## config.mk

```make
export PLATFORM = sky130hd
export DESIGN_NAME = bit_serializer_flat
export DESIGN_NICKNAME = d
export VERILOG_FILES = /design/src/rtl/bit_serializer_if.sv /design/src/rtl/bit_serializer.sv /design/src/flat_wrapper.sv
export SDC_FILE = /design/constraint.sdc
export NUM_CORES = 1
export LEC_CHECK = 0
export BUFFER_PORTS_ARGS = -buffer_cell sky130_fd_sc_hd__buf_2
export CAP_MARGIN = 20
export CELL_PAD_IN_SITES_DETAIL_PLACEMENT = 0
export CELL_PAD_IN_SITES_GLOBAL_PLACEMENT = 2
export CORE_ASPECT_RATIO = 0.7
export CORE_MARGIN = 10
export CORE_UTILIZATION = 31
export DETAILED_ROUTE_END_ITERATION = 16
export PLACE_DENSITY_LB_ADDON = 0.1
export SYNTH_ARGS = -nofsm -noshare
export SYNTH_HDL_FRONTEND = slang
export SYNTH_SLANG_ARGS = --single-unit
```

## constraint.sdc

```tcl
create_clock -name clk -period 1.7 [get_ports clk]
set_input_delay 0.17 -clock clk [delete_from_list [all_inputs] [get_ports clk]]
set_output_delay 0.17 -clock clk [all_outputs]
set_load 0.1 [all_outputs]
```

## src/rtl/bit_serializer_if.sv

```systemverilog
// Handshake and serial-output bundle for bit_serializer.
//   din        parallel word offered by the producer
//   din_valid  din holds a valid word
//   din_ready  serializer can take a word this cycle
//   x          serial bit to the sequence detector
//   x_valid    x carries a data bit this cycle
//   last       x is the final bit of the current word
//   busy       shifter active or holding register full
// master: the word producer side; slave: the serializer itself.
interface bit_serializer_if #(
    parameter int unsigned WIDTH = 8
) ();
    logic [WIDTH-1:0] din;
    logic             din_valid;
    logic             din_ready;
    logic             x;
    logic             x_valid;
    logic             last;
    logic             busy;

    modport master (
        output din,
        output din_valid,
        input  din_ready,
        input  x,
        input  x_valid,
        input  last,
        input  busy
    );

    modport slave (
        input  din,
        input  din_valid,
        output din_ready,
        output x,
        output x_valid,
        output last,
        output busy
    );
endinterface

```

## src/rtl/bit_serializer.sv

```systemverilog
// Parallel-to-serial front end for the overlapping sequence detector.
// Words arrive on a valid/ready handshake and leave one bit per clock on x.
// A single holding register behind the shifter lets back-to-back words
// stream out with no idle cycles between them.
// Ports:
//   clk      rising-edge clock
//   reset_n  asynchronous active-low reset, clears all state
//   bus      bit_serializer_if slave: din/din_valid/din_ready in,
//            x/x_valid/last/busy out
module bit_serializer #(
    parameter int unsigned WIDTH     = 8,
    parameter bit          MSB_FIRST = 1'b1
) (
    input  logic           clk,
    input  logic           reset_n,
    bit_serializer_if.slave bus
);
    localparam int unsigned     CntW    = $clog2(WIDTH);
    localparam logic [CntW-1:0] CntLast = CntW'(WIDTH - 1);

    typedef enum logic {
        StIdle,
        StShift
    } state_e;

    state_e           state_q, state_d;
    logic             hold_full_q, hold_full_d;
    logic [CntW-1:0]  cnt_q, cnt_d;
    logic [WIDTH-1:0] shift_q, shift_d;
    logic [WIDTH-1:0] hold_q, hold_d;
    logic [WIDTH-1:0] shift_next;
    logic             accept;
    logic             on_last;

    // Ready depends on state only, so there is no comb path from din_valid.
    assign accept  = bus.din_valid & ~hold_full_q;
    assign on_last = (state_q == StShift) && (cnt_q == CntLast);

    always_comb begin
        shift_next = MSB_FIRST ? {shift_q[WIDTH-2:0], 1'b0} : {1'b0, shift_q[WIDTH-1:1]};
    end

    always_comb begin
        state_d     = state_q;
        hold_full_d = hold_full_q;
        cnt_d       = cnt_q;
        shift_d     = shift_q;
        hold_d      = hold_q;

        unique case (state_q)
            StIdle: begin
                if (accept) begin
                    shift_d = bus.din;
                    cnt_d   = '0;
                    state_d = StShift;
                end
            end
            StShift: begin
                shift_d = shift_next;
                cnt_d   = cnt_q + 1'b1;
                if (on_last) begin
                    cnt_d = '0;
                    if (hold_full_q) begin
                        shift_d     = hold_q;
                        hold_full_d = 1'b0;
                    end else if (accept) begin
                        // Bypass straight into the shifter to keep the stream gapless.
                        shift_d = bus.din;
                    end else begin
                        state_d = StIdle;
                    end
                end else if (accept) begin
                    hold_d      = bus.din;
                    hold_full_d = 1'b1;
                end
            end
            default: state_d = StIdle;
        endcase
    end

    always_ff @(posedge clk or negedge reset_n) begin
        if (!reset_n) begin
            state_q     <= StIdle;
            hold_full_q <= 1'b0;
            cnt_q       <= '0;
            shift_q     <= '0;
            hold_q      <= '0;
        end else begin
            state_q     <= state_d;
            hold_full_q <= hold_full_d;
            cnt_q       <= cnt_d;
            shift_q     <= shift_d;
            hold_q      <= hold_d;
        end
    end

    // Outputs come from registers only; x is forced low while idle so the
    // detector sees zeros between words.
    assign bus.x         = (state_q == StShift) & (MSB_FIRST ? shift_q[WIDTH-1] : shift_q[0]);
    assign bus.x_valid   = (state_q == StShift);
    assign bus.last      = on_last;
    assign bus.busy      = (state_q == StShift) | hold_full_q;
    assign bus.din_ready = ~hold_full_q;
endmodule

```

## src/flat_wrapper.sv

```systemverilog
// flat-port wrapper written by rule: the top's interface ports become plain ports
module bit_serializer_flat 
#(
    parameter int unsigned WIDTH     = 8,
    parameter bit          MSB_FIRST = 1'b1
)
  (clk, reset_n, bus_din, bus_din_valid, bus_din_ready, bus_x, bus_x_valid, bus_last, bus_busy);
  bit_serializer_if #(.WIDTH(WIDTH)) bus_i ();
  input  logic clk;
  input  logic reset_n;
  input wire logic [$bits(bus_i.din)-1:0] bus_din;
  input wire logic [$bits(bus_i.din_valid)-1:0] bus_din_valid;
  output wire logic [$bits(bus_i.din_ready)-1:0] bus_din_ready;
  output wire logic [$bits(bus_i.x)-1:0] bus_x;
  output wire logic [$bits(bus_i.x_valid)-1:0] bus_x_valid;
  output wire logic [$bits(bus_i.last)-1:0] bus_last;
  output wire logic [$bits(bus_i.busy)-1:0] bus_busy;
  assign bus_i.din = bus_din;
  assign bus_i.din_valid = bus_din_valid;
  assign bus_din_ready = bus_i.din_ready;
  assign bus_x = bus_i.x;
  assign bus_x_valid = bus_i.x_valid;
  assign bus_last = bus_i.last;
  assign bus_busy = bus_i.busy;
  bit_serializer #(.WIDTH(WIDTH), .MSB_FIRST(MSB_FIRST)) u_core (.clk(clk), .reset_n(reset_n), .bus(bus_i));
endmodule
```

# [After elaboration in Yosys (flattened, before gate mapping)]
# Cells that the tools add are included.
[totals] regBits=21 elab_cells=32
[classes] bitwise_logic=6 reduce_logical=4 n_mux=14 eq_ne=2 add_sub_neg=1
[op_table] cell="$mux 8" count=4
[op_table] cell="$pmux 8 s2" count=1
[op_table] cell="$mux 3" count=2
[op_table] cell="$pmux 3 s2" count=1
[op_table] cell="$mux 1" count=5
[op_table] cell="$add 3x1->3 const B" count=1
[op_table] cell="$eq 3x3->1 const B" count=1
[op_table] cell="$not 1->1" count=3
[op_table] cell="$reduce_and 3->1" count=1
[op_table] cell="$and 1x1->1" count=2
[op_table] cell="$ne 2x1->1 const B" count=1
[op_table] cell="$pmux 1 s2" count=1
[op_table] cell="$reduce_and 2->1" count=1
[op_table] cell="$reduce_bool 2->1" count=1
[op_table] cell="$logic_and 1x1->1" count=1
[op_table] cell="$or 1x1->1" count=1

# [Longest topological paths before layout]
# Gate-level depths: netlist (run 1).
[depth] word_depth=6 ltp_mapped=7 mapped_depth_nobuf=6

# [Least setup slack after synthesis (run 1)]
# OpenSTA, ideal clock, no wires.
[synth_path] path_type="register to output" from="register u_core.state_q, in the netlist u_core.bus.x_valid" to="output port bus_x" path_slack_ps=-521 path_stages_with_launch=3 n_path_buf=1 arrival_time_ps=2051 cell_sequence="dfrtp_1 -> clkbuf_1 -> and2_1"
[synth_via] elab_chain_len=1
[synth_rtl] element="start, declared" line="bit_serializer.sv:26" text="state_e state_q, state_d;"
[synth_rtl] element="start signal, assigned" line="bit_serializer.sv:83" text="state_q <= StIdle;"
[synth_rtl] element="start signal, assigned" line="bit_serializer.sv:89" text="state_q <= state_d;"
[synth_rtl] element="$and 1x1->1" line="bit_serializer.sv:99" text="assign bus.x = (state_q == StShift) & (MSB_FIRST ? shift_q[WIDTH-1] : shift_q[0]);"
[synth_rtl] element="end, declared" line="flat_wrapper.sv:14" text="output wire logic [$bits(bus_i.x)-1:0] bus_x;"
# Every way passes these cells.

# [Worst setup path in the final report (run 1)]
[layout_path] from="register u_core.cnt_q[0]" to="output port bus_last"
[layout_via] elab_chain_len=2
[layout_rtl] element="start, declared" line="bit_serializer.sv:28" text="logic [CntW-1:0] cnt_q, cnt_d;"
[layout_rtl] element="start signal, assigned" line="bit_serializer.sv:91" text="cnt_q <= cnt_d;"
[layout_rtl] element="$eq 3x3->1" line="bit_serializer.sv:37" text="assign on_last = (state_q == StShift) && (cnt_q == CntLast);"
[layout_rtl] element="$logic_and 1x1->1" line="bit_serializer.sv:37"
[layout_rtl] element="end, declared" line="flat_wrapper.sv:16" text="output wire logic [$bits(bus_i.last)-1:0] bus_last;"
# Every way passes these cells.

==> flow_metrics.py, run 1 <==
metrics = {
    "run_status": {
        "status": "completed",
    },
    "sta": {
        "setup_viol_count_final": 0,
        "worst_slew_pin_slew_ns": 0.493,
        "holdWs_ns": 0.151,
        "drv_slew": 0,
        "relSlewSlack": 0.672,
        "min_period_ns": 1.63,
        "rsz0062_at_grt": "no",
        "skew_ns": 0.00252,
        "timing.setup.tns_ns": 0,
        "setup_slack_ns": 0.0710,
        "hold_violations": 0,
        "max_freq_mhz": 614,
        "fin_crit_sh": 0.958,
    },
    "drt": {
        "drtIter0Drc": 13,
        "wire_per_inst_microns": 15.0,
        "drt-pass1-iter-count": 4,
        "vias": 867,
        "drt-total-wl_microns": 2580,
        "avgViaCountPerCell": 5.04,
        "antenna_left": 0,
        "drc": 0,
    },
    "synthesis": {
        "synthArstFlopShare": 1.00,
        "ys_ff_latch": 21,
        "synthesis.area_sq_um": 1050,
        "ys_warn_count": 0,
        "syn_inst": 107,
        "yosysUniqueCellTypes": 23,
        "synth_edf_count": 0,
        "synth_ff_type": "dfrtp_1",
        "yosysSeqAreaShare": 0.501,
        "syn_nets": 120,
        "avgSynthCellArea_sq_um": 9.81,
    },
    "power": {
        "p_leak_nw": 0.635,
        "p_clk_frac": 0.132,
        "p_comb_frac": 0.521,
        "power.total_mw": 2.50,
        "swShare": 0.416,
        "p_switching_mw": 1.04,
        "vdd_drop_max_mv": 0.752,
        "intPower_mw": 1.46,
        "seq_power_share": 0.347,
        "power.density_nw_per_um2": 1840,
    },
    "final_layout": {
        "antenna_cells": 0,
        "final_cells": 172,
        "drive_gt1_frac": 0.373,
        "finish.utilization": 0.426,
        "fill_cells": 320,
        "fin_area_sq_um": 1360,
        "mostFrequentLayoutCell": "nand2_1",
        "final_cell_mix": "nand2_1 (33), dfrtp_1 (20), buf_4 (13), buf_2 (12), a21oi_1 (9)",
        "areaGrowthSynthToFinish_pct": 29.4,
        "nets": 148,
    },
    "placed_design": {
        "gp_congestion": 0.724,
        "pre_cts_slack_ns": 0.0171,
        "placedInstanceArea_sq_um": 1270,
        "hpwl_microns": 1910,
        "dp_cells": 165,
        "portBuffers": 15,
    },
    "worst_setup_path": {
        "cp_max_fo": 4,
        "crit_path_end_kind": "output pin",
        "worst-setup-path-type": "reg -> out",
        "cp-start-kind": "flip-flop",
        "cp.required_ns": 1.53,
        "crit_arrival_ns": 1.46,
        "r2r.worst_path.cells": 5,
    },
    "min_path": {
        "min_path_cells": 2,
        "hold_class": "in -> reg",
    },
    "clock_network": {
        "clock_sinks": 21,
        "clock_path_buffers": 2,
        "cts_tree": "built",
        "cts_inserted_buffers": 3,
        "clkTransAtPathRegs_ns": 0.08,
        "insertion_delay_ns": 0.26,
        "clock-root-buffer": "clkbuf_8",
        "htreeDepth": 1,
    },
    "die": {
        "die_x_microns": 89.6,
        "rows": 17,
        "die_y_microns": 68.7,
        "dieArea_sq_um": 6150,
        "start_util": 0.329,
        "core_area_sq_um": 3190,
        "ios": 16,
    },
    "global_route": {
        "grt_usage": 0.0922,
        "grt_pass1_wl_microns": 4370,
        "first_global_vias": 851,
        "antenna_found_initial": 0,
        "grt_remaining_overflow": 0,
        "grt_max_degree": 22,
    },
    "run": {
        "timing.max_cap.violations": 0,
    },
}
metal layers:
layer | GRT usage | vias up | part of all wire
met5 | 0 | - | 0
met4 | 0.0257 | 0 | 0.0047
met3 | 0.0351 | 2 | 0.045
met2 | 0.139 | 11 | 0.44
met1 | 0.121 | 428 | 0.51
li1 | - | 426 | -
power groups by stage:
stage / Sequential (mW) / Combinational, mW / Clock [mW]
after floorplan: 0.910 / 0.863 / 0
after global placement: 0.864 / 1.25 / 0
after detailed placement: 0.874 / 1.26 / 0
after CTS: 0.869 / 1.30 / 0.346
after global routing: 0.898 / 1.45 / 0.365
final: 0.867 / 1.30 / 0.330
layout make-up:
cell class,instances,area (sq um),share of cell area
clock buffer,3,41.3,0.0304
clock inverter,1,5.00,0.00368
inverter,2,7.51,0.00552
multi-input combinational,78,503,0.370
sequential,21,527,0.388
tap,38,47.5,0.0350
timing repair buffer,29,228,0.168
critical path, stage by stage (launching register included):
cell,delay (ns)
dfrtp_1,0.39
ha_2,0.20
ha_4,0.18
and2_4,0.14
buf_4,0.13
buf_12,0.15
Yosys cell counts, types with 3 or more instances:
master    n  area, sq um
o22ai_1   4         25.0
a21oi_1   9         45.0
mux2_2    8         90.1
nand2_1  33          124
nor2_1    3         11.3
a221o_1   6         60.1
dfrtp_1  21          526
state kept, by name, summed over array words and instances (netlist names):
signal              count
u_core.hold_q           8
u_core.shift_q          8
u_core.cnt_q            3
u_core.bus.x_valid      1
u_core.hold_full_q      1
kinds of logic after synthesis:
kind of cell / count (synthesis) / share of synthesized area
buf+inv: 8 / 0.0381
simple gates: 43 / 0.180
fa+ha+maj: 2 / 0.0238
flops: 21 / 0.501
mux: 9 / 0.0954
compound gates: 24 / 0.162
timing repair:
| item | CTS | global route |
|---|---|---|
| gates resized for setup | 5 | 0 |
| pin swaps | 1 | 0 |
| hold endpoints to repair | 21 | 0 |
| cloned | 0 | 0 |
| endpoints found under the setup margin | 1 | 1 |
| hold buffers | 1 | 0 |
| setup buffers | 0 | 2 |
worst paths after layout:
check / startpoint / to / slack [ns]
max: u_core.cnt_q[0]$_DFFE_PN0P_ / bus_last / 0.07
max in group asynchronous: reset_n / u_core.bus.x_valid$_DFF_PN0_ / 0.94
min in group asynchronous: reset_n / u_core.hold_q[0]$_DFFE_PN0P_ / 0.40
min reg2reg: u_core.hold_q[1]$_DFFE_PN0P_ / u_core.hold_q[1]$_DFFE_PN0P_ / 0.51
min: bus_din[1] / u_core.hold_q[1]$_DFFE_PN0P_ / 0.15
max reg2reg: u_core.cnt_q[0]$_DFFE_PN0P_ / u_core.hold_q[4]$_DFFE_PN0P_ / 0.13
Power figures use the tool's default switching activity.
==> run 2: changes to the inputs <==
--- a/config.mk
+++ b/config.mk
@@ -5,15 +5,17 @@
 export SDC_FILE = /design/constraint.sdc
 export NUM_CORES = 1
 export LEC_CHECK = 0
-export BUFFER_PORTS_ARGS = -buffer_cell sky130_fd_sc_hd__buf_2
 export CAP_MARGIN = 20
 export CELL_PAD_IN_SITES_DETAIL_PLACEMENT = 0
 export CELL_PAD_IN_SITES_GLOBAL_PLACEMENT = 2
 export CORE_ASPECT_RATIO = 0.7
 export CORE_MARGIN = 10
-export CORE_UTILIZATION = 31
+export CORE_UTILIZATION = 34
+export CTS_CLUSTER_SIZE = 10
 export DETAILED_ROUTE_END_ITERATION = 16
+export DONT_BUFFER_PORTS = 1
 export PLACE_DENSITY_LB_ADDON = 0.1
+export SLEW_MARGIN = 0
 export SYNTH_ARGS = -nofsm -noshare
 export SYNTH_HDL_FRONTEND = slang
 export SYNTH_SLANG_ARGS = --single-unit
==> flow_metrics.py, run 2 (synthesis gave the netlist of run 1 again) <==
metrics = {
    "clock_network": {
        "insertion_delay_ns": 0.26,
        "clock_sinks": 21,
        "clock_path_buffers": 2,
        "cts_tree": "built",
        "clock-root-buffer": "clkbuf_8",
        "htreeDepth": 1,
        "clkTransAtPathRegs_ns": 0.08,
        "cts_inserted_buffers": 3,
    },
    "global_route": {
        "first_global_vias": 820,
        "grt_usage": 0.0944,
        "antenna_found_initial": 0,
        "grt_pass1_wl_microns": 4180,
        "grt_max_degree": 22,
        "grt_remaining_overflow": 0,
    },
    "worst_setup_path": {
        "crit_cells": 5,
        "crit_buf_inv": 1,
        "cp_max_fo": 4,
        "cp.required_ns": 1.85,
        "worst-setup-path-type": "reg -> reg",
        "slowest_delay_ns": 0.40,
        "critical-path-slowest-cell": "dfrtp_1",
        "rr_startpoint": "u_core.cnt_q[0]$_DFFE_PN0P_",
        "crit_family": "adder cells",
        "r2r.worst_path.cells": 5,
        "cp-start-kind": "flip-flop",
        "r2r-end": "u_core.hold_q[4]$_DFFE_PN0P_",
        "crit_path_end_kind": "flip-flop",
        "crit_chain": "ha_1 -> ha_2 -> nor3_4 -> buf_4 -> mux2_2",
        "crit_arrival_ns": 1.79,
        "r2r_slack_ns": 0.05,
    },
    "die": {
        "die_x_microns": 86.4,
        "die_y_microns": 66.5,
        "core_area_sq_um": 2880,
        "rows": 16,
        "dieArea_sq_um": 5750,
        "ios": 16,
        "start_util": 0.364,
    },
    "drt": {
        "drc": 0,
        "dr_wl_met2_microns": 1140,
        "drtIter0Drc": 44,
        "antenna_left": 0,
        "drt-pass1-iter-count": 4,
        "wl_met3_microns": 144,
        "wl_met1_microns": 1280,
        "highest_layer": "met4",
        "vias": 822,
        "wire_per_inst_microns": 16.0,
        "avgViaCountPerCell": 5.11,
        "drt-total-wl_microns": 2580,
    },
    "sta": {
        "drv_slew": 0,
        "hold_violations": 0,
        "timing.setup.tns_ns": 0,
        "max_freq_mhz": 607,
        "relSlewSlack": 0.795,
        "skew_ns": 0.00532,
        "worst_slew_pin_slew_ns": 0.308,
        "rsz0062_at_grt": "yes",
        "setup_viol_count_final": 0,
        "min_period_ns": 1.65,
        "setup_slack_ns": 0.0515,
        "fin_crit_sh": 0.970,
    },
    "power": {
        "p_clk_frac": 0.131,
        "p_switching_mw": 1.04,
        "swShare": 0.414,
        "seq_power_share": 0.354,
        "power.total_mw": 2.52,
        "vdd_drop_max_mv": 0.485,
        "intPower_mw": 1.47,
        "p_leak_nw": 0.613,
        "power.density_nw_per_um2": 1880,
        "p_comb_frac": 0.515,
    },
    "min_path": {
        "hp-start": "bus_din[1]",
        "min_path_cells": 1,
        "whs_endpoint": "u_core.hold_q[1]$_DFFE_PN0P_",
        "hold_class": "in -> reg",
    },
    "final_layout": {
        "multiInputGateArea_sq_um": 490,
        "areaGrowthSynthToFinish_pct": 27.5,
        "final_cells": 161,
        "mostFrequentLayoutCell": "nand2_1",
        "fill_cells": 284,
        "drive_gt1_frac": 0.320,
        "final_cell_mix": "nand2_1 (33), dfrtp_1 (20), buf_4 (14), a21oi_1 (9), mux2_2 (8)",
        "antenna_cells": 0,
        "reg_top3": "u_core.hold_q: 8 flops, u_core.shift_q: 8 flops, u_core.cnt_q: 3 flops",
        "nets": 139,
        "regArea_sq_um": 527,
    },
    "run_status": {
        "status": "completed",
    },
    "placed_design": {
        "dp_cells": 153,
        "portBuffers": 0,
        "pre_cts_slack_ns": 0.00178,
        "gp_congestion": 0.758,
        "hpwl_microns": 1990,
    },
    "run": {
        "timing.max_cap.violations": 0,
    },
}
## run 2: changes by cell type in the layout (fill, tap and decap cells not counted), sizes merged
| cell | change |
|---|---|
| buf | -9 |
## run 2: how the worst max path moves through the flow
stage,start,endpoint
final,u_core.cnt_q[0]$_DFFE_PN0P_,u_core.hold_q[4]$_DFFE_PN0P_
after floorplan,u_core.cnt_q[0]$_DFFE_PN0P_,u_core.shift_q[4]$_DFFE_PN0P_
after CTS,u_core.cnt_q[0]$_DFFE_PN0P_,u_core.hold_q[4]$_DFFE_PN0P_
after global placement,u_core.cnt_q[0]$_DFFE_PN0P_,u_core.hold_q[2]$_DFFE_PN0P_
after detailed placement,u_core.cnt_q[0]$_DFFE_PN0P_,u_core.shift_q[4]$_DFFE_PN0P_
after global routing,u_core.cnt_q[0]$_DFFE_PN0P_,u_core.hold_q[2]$_DFFE_PN0P_
## run 2: timing repair
item                       in CTS  in global routing
resized for setup               3                  0
setup endpoints to repair       2                  3
hold endpoints to repair       21                  0
hold buffers                    1                  0
setup buffers                   0                  2
## run 2: metrics by stage
step,instance area (sq um),utilization,hold WS [ns]
2_1_floorplan,1060,-,-0.126
3_3_place_gp,1220,0.424,-0.125
3_5_place_dp,1220,0.424,-0.125
4_1_cts,1280,0.445,0.0453
5_1_grt,1340,0.464,0.0394
6_report,1340,0.464,0.0566
## run 2: layer usage
metal | vias to the layer above | global-route usage
li1 | 408 | -
met5 | - | 0
met1 | 401 | 0.119
met2 | 11 | 0.140
met3 | 2 | 0.0437
met4 | 0 | 0.0302
## run 2: worst reg2reg max path: cells and delay by family, from the launching register on
kind | cells | cell delay, ns
flops | 1 | 0.40
simple gates | 1 | 0.19
buf+inv | 1 | 0.18
fa+ha+maj | 2 | 0.42
mux | 1 | 0.34
## run 2: layout make-up
type / instances / share of cell area
inverter: 2 / 0.00561
sequential: 21 / 0.393
clock buffer: 3 / 0.0308
timing repair buffer: 20 / 0.166
multi-input combinational: 78 / 0.366
tap: 36 / 0.0336
clock inverter: 1 / 0.00374
## run 2: power groups by stage
stage	clock network, mW	logic [mW]	registers (mW)
2_1_floorplan	0	0.863	0.910
3_3_place_gp	0	1.21	0.893
3_5_place_dp	0	1.24	0.903
4_1_cts	0.346	1.26	0.892
5_1_grt	0.362	1.41	0.925
6_report	0.331	1.30	0.890
